[config.mk]
export PLATFORM = sky130hd
export DESIGN_NAME = des_key_schedule
export DESIGN_NICKNAME = d
export VERILOG_FILES = /design/src/rtl/des_pkg.sv /design/src/rtl/pc2_permutation.sv /design/src/rtl/des_key_schedule.sv
export SDC_FILE = /design/constraint.sdc
export NUM_CORES = 1
export LEC_CHECK = 0
export ABC_AREA = 1
export ABC_CLOCK_PERIOD_IN_PS = 3100
export CAP_MARGIN = 20
export CORE_MARGIN = 3
export CORE_UTILIZATION = 58
export CTS_CLUSTER_DIAMETER = 200
export CTS_CLUSTER_SIZE = 24
export DETAILED_ROUTE_END_ITERATION = 10
export PLACE_DENSITY = 0.88
export SYNTH_ARGS = -nofsm -noshare
export SYNTH_HDL_FRONTEND = slang
export SYNTH_HIERARCHICAL = 1
export SYNTH_SLANG_ARGS = --single-unit
[constraint.sdc]
create_clock -name clk -period 3.1 [get_ports clk]
set_input_delay 0.62 -clock clk [delete_from_list [all_inputs] [get_ports clk]]
set_output_delay 0.62 -clock clk [all_outputs]
set_load 0.01 [all_outputs]
[src/rtl/des_pkg.sv]
// des_pkg: constants and helpers shared by the DES key-schedule slice.
//
// Contents:
//   PC1[1:56]    - permuted choice 1. Maps the 64-bit key to C0||D0 and drops the parity bits.
//   PC2[1:48]    - permuted choice 2. Maps C||D (56 bits) to a 48-bit round subkey.
//   SHIFTS[1:16] - left-rotate amount applied to C and D before each encrypt round.
//   state_t      - key-schedule FSM encoding (IDLE, ACTIVE).
//   shift_amt()  - SHIFTS lookup that is safe for out-of-range round values.
//   rot_left() / rot_right() - rotate a 28-bit half by 1 or 2 places.
//
// Bit numbering follows the DES standard: bit 1 is the most significant bit.
package des_pkg;

    localparam int PC1 [1:56] = '{
        57, 49, 41, 33, 25, 17,  9,  1, 58, 50, 42, 34, 26, 18,
        10,  2, 59, 51, 43, 35, 27, 19, 11,  3, 60, 52, 44, 36,
        63, 55, 47, 39, 31, 23, 15,  7, 62, 54, 46, 38, 30, 22,
        14,  6, 61, 53, 45, 37, 29, 21, 13,  5, 28, 20, 12,  4
    };

    localparam int PC2 [1:48] = '{
        14, 17, 11, 24,  1,  5,  3, 28, 15,  6, 21, 10,
        23, 19, 12,  4, 26,  8, 16,  7, 27, 20, 13,  2,
        41, 52, 31, 37, 47, 55, 30, 40, 51, 45, 33, 48,
        44, 49, 39, 56, 34, 53, 46, 42, 50, 36, 29, 32
    };

    localparam int SHIFTS [1:16] = '{
        1, 1, 2, 2, 2, 2, 2, 2, 1, 2, 2, 2, 2, 2, 2, 1
    };

    typedef enum logic {
        IDLE   = 1'b0,
        ACTIVE = 1'b1
    } state_t;

    // A round number outside 1..16 never occurs while ACTIVE.
    // The loop keeps the lookup free of out-of-range array indexing.
    function automatic int shift_amt(input logic [4:0] rnd);
        int amt;
        amt = 1;
        for (int i = 1; i <= 16; i++) begin
            if (rnd == i[4:0]) begin
                amt = SHIFTS[i];
            end
        end
        return amt;
    endfunction

    // Rotate left: bit 2 moves into position 1, and bit 1 wraps to position 28.
    function automatic logic [1:28] rot_left(input logic [1:28] v, input int n);
        logic [1:28] r;
        if (n == 2) begin
            r = {v[3:28], v[1:2]};
        end else begin
            r = {v[2:28], v[1]};
        end
        return r;
    endfunction

    // Rotate right: the exact inverse of rot_left for the same n.
    function automatic logic [1:28] rot_right(input logic [1:28] v, input int n);
        logic [1:28] r;
        if (n == 2) begin
            r = {v[27:28], v[1:26]};
        end else begin
            r = {v[28], v[1:27]};
        end
        return r;
    endfunction

endpackage

[src/rtl/pc2_permutation.sv]
// pc2_permutation: DES permuted choice 2. Pure combinational logic.
//
// Ports:
//   data_i [1:56] - C||D halves from the key schedule
//   data_o [1:48] - round subkey Kn
module pc2_permutation
    import des_pkg::*;
(
    input  logic [1:56] data_i,
    output logic [1:48] data_o
);

    always_comb begin
        data_o = '0;
        for (int i = 1; i <= 48; i++) begin
            data_o[i] = data_i[PC2[i]];
        end
    end

endmodule

[src/rtl/des_key_schedule.sv]
// des_key_schedule: produces the sixteen 48-bit DES round subkeys, one per round.
//
// Operation:
//   - On start, the key is latched through PC-1 into C||D.
//   - On each next, C and D are rotated.
//   - The current subkey is kn = PC-2(C||D). It is combinational from the registered halves.
//   - Encrypt order is K1..K16. Decrypt order is K16..K1. The direction is sampled with start.
//
// Ports:
//   clk      - system clock, rising edge
//   rst      - asynchronous, active-high reset
//   start    - one-cycle pulse; key and decrypt are valid. Honoured only while idle.
//   key      - 64-bit DES key. Parity bits 8,16,..,64 are ignored.
//   decrypt  - sampled with start; 0 = K1..K16, 1 = K16..K1
//   next     - the consumer has used the current kn; advance
//   kn       - current subkey, valid while kn_valid = 1
//   round    - current round number 1..16 in use order; 0 when idle
//   kn_valid - kn/round hold a valid subkey
//   busy     - a schedule is in progress
//   done     - one-cycle pulse after the last subkey is consumed
//
// Handshake: kn_valid/next form a valid/ready pair.
//   - A subkey transfers on a rising edge where kn_valid and next are both 1.
//   - While kn_valid = 1 and next = 0, kn and round hold steady indefinitely.
//   - next is ignored when kn_valid = 0.
//   - After a transfer the following subkey appears with no bubble.
module des_key_schedule
    import des_pkg::*;
#(
    parameter int NUM_ROUNDS = 16
) (
    input  logic        clk,
    input  logic        rst,
    input  logic        start,
    input  logic [1:64] key,
    input  logic        decrypt,
    input  logic        next,
    output logic [1:48] kn,
    output logic [4:0]  round,
    output logic        kn_valid,
    output logic        busy,
    output logic        done
);

    localparam logic [4:0] LAST_ROUND = NUM_ROUNDS[4:0];

    state_t      state_q, state_d;
    logic [1:28] c_q, c_d;
    logic [1:28] d_q, d_d;
    logic [4:0]  round_q, round_d;
    logic        dir_q, dir_d;     // 1 = decrypt order
    logic        done_q, done_d;

    logic [1:56] pc1_out;
    logic        final_round;

    // PC-1 is needed only at load, so it is kept inline here rather than in its own module.
    always_comb begin
        pc1_out = '0;
        for (int i = 1; i <= 56; i++) begin
            pc1_out[i] = key[PC1[i]];
        end
    end

    // The last round to be consumed depends on the direction.
    assign final_round = dir_q ? (round_q == 5'd1) : (round_q == LAST_ROUND);

    always_ff @(posedge clk or posedge rst) begin
        if (rst) begin
            state_q <= IDLE;
            c_q     <= '0;
            d_q     <= '0;
            round_q <= '0;
            dir_q   <= 1'b0;
            done_q  <= 1'b0;
        end else begin
            state_q <= state_d;
            c_q     <= c_d;
            d_q     <= d_d;
            round_q <= round_d;
            dir_q   <= dir_d;
            done_q  <= done_d;
        end
    end

    always_comb begin
        state_d = state_q;
        c_d     = c_q;
        d_d     = d_q;
        round_d = round_q;
        dir_d   = dir_q;
        done_d  = 1'b0;

        case (state_q)
            IDLE: begin
                // start outranks a simultaneous next. next while idle is simply dropped.
                if (start) begin
                    dir_d   = decrypt;
                    state_d = ACTIVE;
                    if (decrypt) begin
                        // C16||D16 equals C0||D0 because the total rotation is 28.
                        // So K16 needs no rotation.
                        c_d     = pc1_out[1:28];
                        d_d     = pc1_out[29:56];
                        round_d = LAST_ROUND;
                    end else begin
                        c_d     = rot_left(pc1_out[1:28], shift_amt(5'd1));
                        d_d     = rot_left(pc1_out[29:56], shift_amt(5'd1));
                        round_d = 5'd1;
                    end
                end
            end

            ACTIVE: begin
                // start while ACTIVE is deliberately ignored. Only rst abandons a schedule.
                if (next) begin
                    if (final_round) begin
                        // C and D are left as they are; their value no longer matters.
                        state_d = IDLE;
                        round_d = '0;
                        done_d  = 1'b1;
                    end else if (!dir_q) begin
                        // Encrypt: step to the next round, then apply that round's shift.
                        round_d = round_q + 5'd1;
                        c_d     = rot_left(c_q, shift_amt(round_q + 5'd1));
                        d_d     = rot_left(d_q, shift_amt(round_q + 5'd1));
                    end else begin
                        // Decrypt: undo the current round's shift, then step back one round.
                        round_d = round_q - 5'd1;
                        c_d     = rot_right(c_q, shift_amt(round_q));
                        d_d     = rot_right(d_q, shift_amt(round_q));
                    end
                end
            end

            default: begin
                state_d = IDLE;
            end
        endcase
    end

    pc2_permutation u_pc2 (
        .data_i ({c_q, d_q}),
        .data_o (kn)
    );

    assign round    = round_q;
    assign kn_valid = (state_q == ACTIVE);
    assign busy     = (state_q == ACTIVE);
    assign done     = done_q;

endmodule

# Word-level counts from Yosys, hierarchy flattened
# Index checks and enable logic that the tools add are counted.
[word_totals] regBits=64 input_bits=69
[classes] add_sub_neg=2 eq_ne=34 mux=66 n_bitwise=1 reduce_logical=3
[ops] operator="$mux 32" count=33
[ops] operator="$mux 28" count=14
[ops] operator="$pmux 28 s2" count=2
[ops] operator="$eq 5x4->1 const B" count=16
[ops] operator="$eq 32x3->1 const B" count=2
[ops] operator="$eq 5x3->1 const B" count=8
[ops] operator="$mux 5" count=5
[ops] operator="$eq 5x2->1 const B" count=2
[ops] operator="$eq 5x5->1 const B" count=2
[ops] operator="$pmux 5 s2" count=1
[ops] operator="$mux 1" count=7
[ops] operator="$mux 2" count=3
[ops] operator="$ne 2x2->1 const B" count=3
[ops] operator="$add 5x1->5 const B" count=1
[ops] operator="$eq 5x1->1 const B" count=1
[ops] operator="$sub 5x1->5 const B" count=1
[ops] operator="$reduce_and 2->1" count=2
[ops] operator="$reduce_and 3->1" count=1
[ops] operator="$pmux 1 s2" count=1
[ops] operator="$not 1->1" count=1

# Depth between registers and ports, before layout
[depth] word_depth=26 mapped_depth=16 ltp_nobuf=14

# By module
# The synthesis kept the hierarchy.
[modules_own_cells] module="des_key_schedule" instances=1 cells_each=1012 area_each_um2=6057.1 seq_area_each_um2=1601.5
[modules_own_cells] module="pc2_permutation" instances=1 cells_each=48 area_each_um2=360.3 seq_area_each_um2=0.0

# Least setup slack after synthesis
# Ideal clock, no wire load.
[synth_timing] path_type="reg2reg" from="register round_q[0], in the netlist round[0]" to="register c_q[17] (netlist bit)" arrival_time_ps=2054 slack_ps=926 stages_incl_launch_ff=14 synth_period_minus_slack_ps=2174 path_cell_list="dfrtp_1 ha_1 nand2_1 nor2_1 ha_1 o21ai_0 inv_1 clkbuf_1 buf_2 nand3_1 nand3_1 nand2_1 nand2_1 a21oi_2"
[synth_between] elab_chain_cells=26
[synth_lines] item="start, declared" line_no="des_key_schedule.sv:50" text="logic [4:0] round_q, round_d;"
[synth_lines] item="start signal, assigned" line_no="des_key_schedule.sv:80" text="round_q <= round_d;"
[synth_lines] item="$add 5x1->5" line_no="des_key_schedule.sv:125" text="c_d = rot_left(c_q, shift_amt(round_q + 5'd1));"
[synth_lines] item="$eq 5x2->1" line_no="des_pkg.sv:43" text="if (rnd == i[4:0]) begin"
[synth_lines] item="$mux 2 (2 in a row)" line_no="des_pkg.sv:43"
[synth_lines] item="$mux 32 (12 in a row)" line_no="des_pkg.sv:43"
[synth_lines] item="$mux 32" line_no="des_key_schedule.sv:122" text="end else if (!dir_q) begin"
[synth_lines] item="$mux 32" line_no="des_key_schedule.sv:117" text="if (final_round) begin"
[synth_lines] item="$mux 32" line_no="des_key_schedule.sv:116" text="if (next) begin"
[synth_lines] item="$mux 32" line_no="des_key_schedule.sv:94" text="case (state_q)"
[synth_lines] item="$eq 32x3->1" line_no="des_pkg.sv:53" text="if (n == 2) begin"
[synth_lines] item="$mux 28" line_no="des_pkg.sv:53"
[synth_lines] item="$mux 28" line_no="des_key_schedule.sv:122"
[synth_lines] item="$mux 28" line_no="des_key_schedule.sv:117"
[synth_lines] item="$mux 28" line_no="des_key_schedule.sv:116"
[synth_lines] item="$pmux 28 s2" line_no="des_key_schedule.sv:94"
[synth_lines] item="end signal, assigned" line_no="des_key_schedule.sv:71" text="c_q <= '0;"
[synth_lines] item="end signal, assigned" line_no="des_key_schedule.sv:78" text="c_q <= c_d;"
[synth_lines] item="end, declared" line_no="des_key_schedule.sv:48" text="logic [1:28] c_q, c_d;"
# Several ways; a longest one is shown, not always the timed one. The select of a mux whose other input is x is not followed.
# A chain may end at the register's enable or synchronous reset.

# Worst setup path after layout
[layout_timing] from="register round_q[0], in the netlist round[0]" to="register d_q[26] (netlist bit)"
[layout_between] elab_chain_cells=26
[layout_lines] item="$add 5x1->5" line_no="des_key_schedule.sv:126" text="d_d = rot_left(d_q, shift_amt(round_q + 5'd1));"
[layout_lines] item="$eq 5x2->1" line_no="des_pkg.sv:43"
[layout_lines] item="$mux 2 (2 in a row)" line_no="des_pkg.sv:43"
[layout_lines] item="$mux 32 (12 in a row)" line_no="des_pkg.sv:43"
[layout_lines] item="$mux 32" line_no="des_key_schedule.sv:122"
[layout_lines] item="$mux 32" line_no="des_key_schedule.sv:117"
[layout_lines] item="$mux 32" line_no="des_key_schedule.sv:116"
[layout_lines] item="$mux 32" line_no="des_key_schedule.sv:94"
[layout_lines] item="$eq 32x3->1" line_no="des_pkg.sv:53"
[layout_lines] item="$mux 28" line_no="des_pkg.sv:53"
[layout_lines] item="$mux 28" line_no="des_key_schedule.sv:122"
[layout_lines] item="$mux 28" line_no="des_key_schedule.sv:117"
[layout_lines] item="$mux 28" line_no="des_key_schedule.sv:116"
[layout_lines] item="$pmux 28 s2" line_no="des_key_schedule.sv:94"
[layout_lines] item="end signal, assigned" line_no="des_key_schedule.sv:72" text="d_q <= '0;"
[layout_lines] item="end signal, assigned" line_no="des_key_schedule.sv:79" text="d_q <= d_d;"
[layout_lines] item="end, declared" line_no="des_key_schedule.sv:49" text="logic [1:28] d_q, d_d;"
# Several ways; a longest one is shown, not always the timed one. The select of a mux whose other input is x is not followed.

==> flow_summary.json <==
{
  "hold-worst-slack_ps": 524,
  "p_comb_frac": 0.725,
  "fillcell_total": 980,
  "synthToLayoutAreaGrowth_pct": 13.5,
  "number_of_rows_in_the_core_area": 37,
  "first_pass_grt_wire_length_um": 29600,
  "worst_ep_required_time_ps": 3330,
  "drt_iter0_drc": 739,
  "pin_count_of_the_biggest_net_entering_global_routing": 65,
  "net-switching-power_mw": 4.58,
  "dieArea_um2": 12400,
  "core-area_um2": 10600,
  "drive_gt1_frac": 0.0659,
  "synth-warning-count": 6,
  "clock-root-buffer": "sky130_fd_sc_hd__clkbuf_8",
  "cp-startpoint": "round[0]",
  "totalNegativeSetupSlack_ps": 0,
  "synth_cells": 1060,
  "synth_largest_area_cell": "sky130_fd_sc_hd__dfrtp_1",
  "internal_dissipation_mw": 3.97,
  "final_period_minus_worst_setup_slack_ps": 2520,
  "synth_top_area_share": 0.250,
  "max-clock-path-buffers": 2,
  "grt_setup_unrepaired": "no",
  "postRouteAntennaNets": 0,
  "drv_cap": 0,
  "vias": 7010,
  "power_per_cell_area_nw_per_um2": 1170,
  "clock_insertion_delay_worst_skew_ps": 340,
  "hold_path_startpoint": "d_q[15]",
  "cp_common_cell": "sky130_fd_sc_hd__nand2_1",
  "timing.critical_path.to_type": "flip-flop",
  "tightest_slew_margin_relative_to_the_limit": 0.591,
  "htree_num_levels": 3,
  "hold_buffers": 0,
  "hpwlAfterDp_um": 11200,
  "die_h_um": 111,
  "layout_setup_ws_ps": 582,
  "synth_sequential_area_ratio": 0.250,
  "synthDistinctLibCells": 26,
  "ranking_of_synthesized_cells_by_area": "sky130_fd_sc_hd__dfrtp_1 (25%), sky130_fd_sc_hd__nand3_1 (18%), sky130_fd_sc_hd__nand2_1 (14%), sky130_fd_sc_hd__inv_1 (7.2%), sky130_fd_sc_hd__nor2_1 (7.1%)",
  "postCtsSetupBuffers": 0,
  "stdcell_count": 1213,
  "ios": 125,
  "setup_viol_count_final": 0,
  "routed_wire_length_per_instance_um": 14.4,
  "clock.fmax_mhz": 397,
  "cts_tree": "built",
  "post_cts_resized": 0,
  "grt_usage": 0.277,
  "fin_crit_sh": 0.812,
  "p_sw_frac": 0.536,
  "synthesized_netlist_net_count": 1136,
  "max_vdd_drop_uv": 971,
  "seq_power_share": 0.199,
  "dp_slack_ps": 655,
  "fin_skew_ps": 13.2,
  "timing.critical_path.fanout_max": 56,
  "drt_pass1_iterations": 5,
  "worst_pin_slew_ps": 614,
  "finalWeightedCongestion": 0.881,
  "crit_slowest_cell": "sky130_fd_sc_hd__buf_4",
  "nets": 1150,
  "static-leakage-power_nw": 3.74,
  "floorplan.initialDensity": 0.608,
  "cts-buffers-inserted": 9,
  "grt_antenna_before_repair": 0,
  "crit_path_max_incr_delay_ps": 490,
  "report.final.slew_viol_count": 0,
  "drc_errors": 0,
  "synth.ff_latch_count": 64,
  "crit_chain": "ha_1 > nand2_1 > nor2_1 > ha_1 > o21ai_0 > inv_1 > buf_4 > nand3_1 > nand3_1 > nand2_1 > nand2_1 > a21oi_2",
  "hold_viol_final": 0,
  "clkPwrFrac": 0.075,
  "clk_pin_slew_ps": 70,
  "arrival_ps": 2740,
  "number_of_sinks_driven_by_the_clock_tree": 64,
  "syn_area_per_cell_um2": 6.05,
  "run_status": "finished clean",
  "n_antenna_cell": 0,
  "gr-total-overflow": 0,
  "synth_area_um2": 6420,
  "totalPowerFinal_mw": 8.55,
  "worst_hold_path_class": "reg2reg",
  "via_per_inst": 5.78,
  "die_width_um": 111,
  "port-buffer-count": 116,
  "start_kind": "flip-flop",
  "grt_pass1_vias": 6406,
  "total_wire_length_um": 17400,
  "dpl.cell_count": 1199,
  "critPathKind": "reg2reg",
  "r2r-start": "round[0]"
}
[synthesized netlist by cell type, drive strengths merged]
library cell,n
o32ai,1
nand4,1
nor2,122
dfrtp,64
ha,7
nand3,231
o22ai,60
buf,113
inv,125
xnor2,1
xor2,1
a31oi,2
clkbuf,17
o31ai,1
a21oi,59
nand2,249
o21ai,5
o2111ai,1
[final cells by class]
cell class / count / area, um^2 / area share
clock buffers: 13 / 159 / 0.0218
clock inverters: 1 / 5.00 / 0.000687
inverters: 125 / 469 / 0.0644
multi-input cells: 741 / 3540 / 0.486
flip-flops and latches: 64 / 1600 / 0.220
well taps: 136 / 170 / 0.0234
repair buffers: 133 / 1340 / 0.184
[per-stage QoR]
stage,util,cell area [um^2]
finish,0.690,7280
global route,0.690,7280
CTS,0.690,7280
floorplan,-,6420
global placement,0.674,7120
detailed placement,0.674,7120
[path summary, 6_finish.rpt]
path	end	slack, ps	cells past startpoint
worst min register to register	d_q[15]	520	2
worst max register to register	d_q[26]	580	12
max in group asynchronous	c_q[12]	2110	3
worst min-delay path	d_q[15]	520	2
worst max-delay path	d_q[26]	580	12
min in group asynchronous	round[2]	670	3
[power groups by stage]
| stage | combinational, mW | clock [mW] | sequential (mW) |
|---|---|---|---|
| 6_report | 6.20 | 0.644 | 1.71 |
| 5_1_grt | 6.96 | 0.684 | 1.76 |
| 4_1_cts | 6.14 | 0.658 | 1.70 |
| 3_5_place_dp | 6.12 | 0 | 1.71 |
| 3_3_place_gp | 5.99 | 0 | 1.70 |
| 2_1_floorplan | 5.18 | 0 | 1.54 |
[logic make-up after synthesis]
family / after synthesis / synth area share
simple gates: 603 / 0.400
flops: 64 / 0.250
compound gates: 129 / 0.133
buf+inv: 255 / 0.202
fa+ha+maj: 7 / 0.0136
xor+xnor: 2 / 0.00273
[state kept, by name, summed over array words and instances, names as in the netlist]
register,flops
c_q,28
d_q,28
round,5
busy,1
dir_q,1
done,1
[placed cells by master (no fill, tap or decap), types with 13 or more instances in the layout]
cell and n:
sky130_fd_sc_hd__nand2_1 244, sky130_fd_sc_hd__nand3_1 230, sky130_fd_sc_hd__inv_1 122, sky130_fd_sc_hd__nor2_1 122, sky130_fd_sc_hd__clkdlybuf4s50_1 116, sky130_fd_sc_hd__dfrtp_1 62, sky130_fd_sc_hd__o22ai_1 60, sky130_fd_sc_hd__a21oi_2 30
sky130_fd_sc_hd__a21oi_1 29, sky130_fd_sc_hd__buf_4 13
[metal layers]
layer / wire length [um] / track usage / part of all wire / vias up
li1: - / - / - / 3402
met1: 7120 / 0.369 / 0.41 / 3187
met2: 8240 / 0.456 / 0.47 / 384
met3: 1660 / 0.0437 / 0.095 / 37
met4: 410 / 0.103 / 0.024 / 0
met5: 0 / 0 / 0 / -
[critical path, delay by kind of cell (launching register included)]
family,cells,cell delay (ps)
compound gates,2,150
buf+inv,2,590
simple gates,6,550
flops,1,480
fa+ha+maj,2,590
Note: power is estimated with default switching activity, not from simulation.
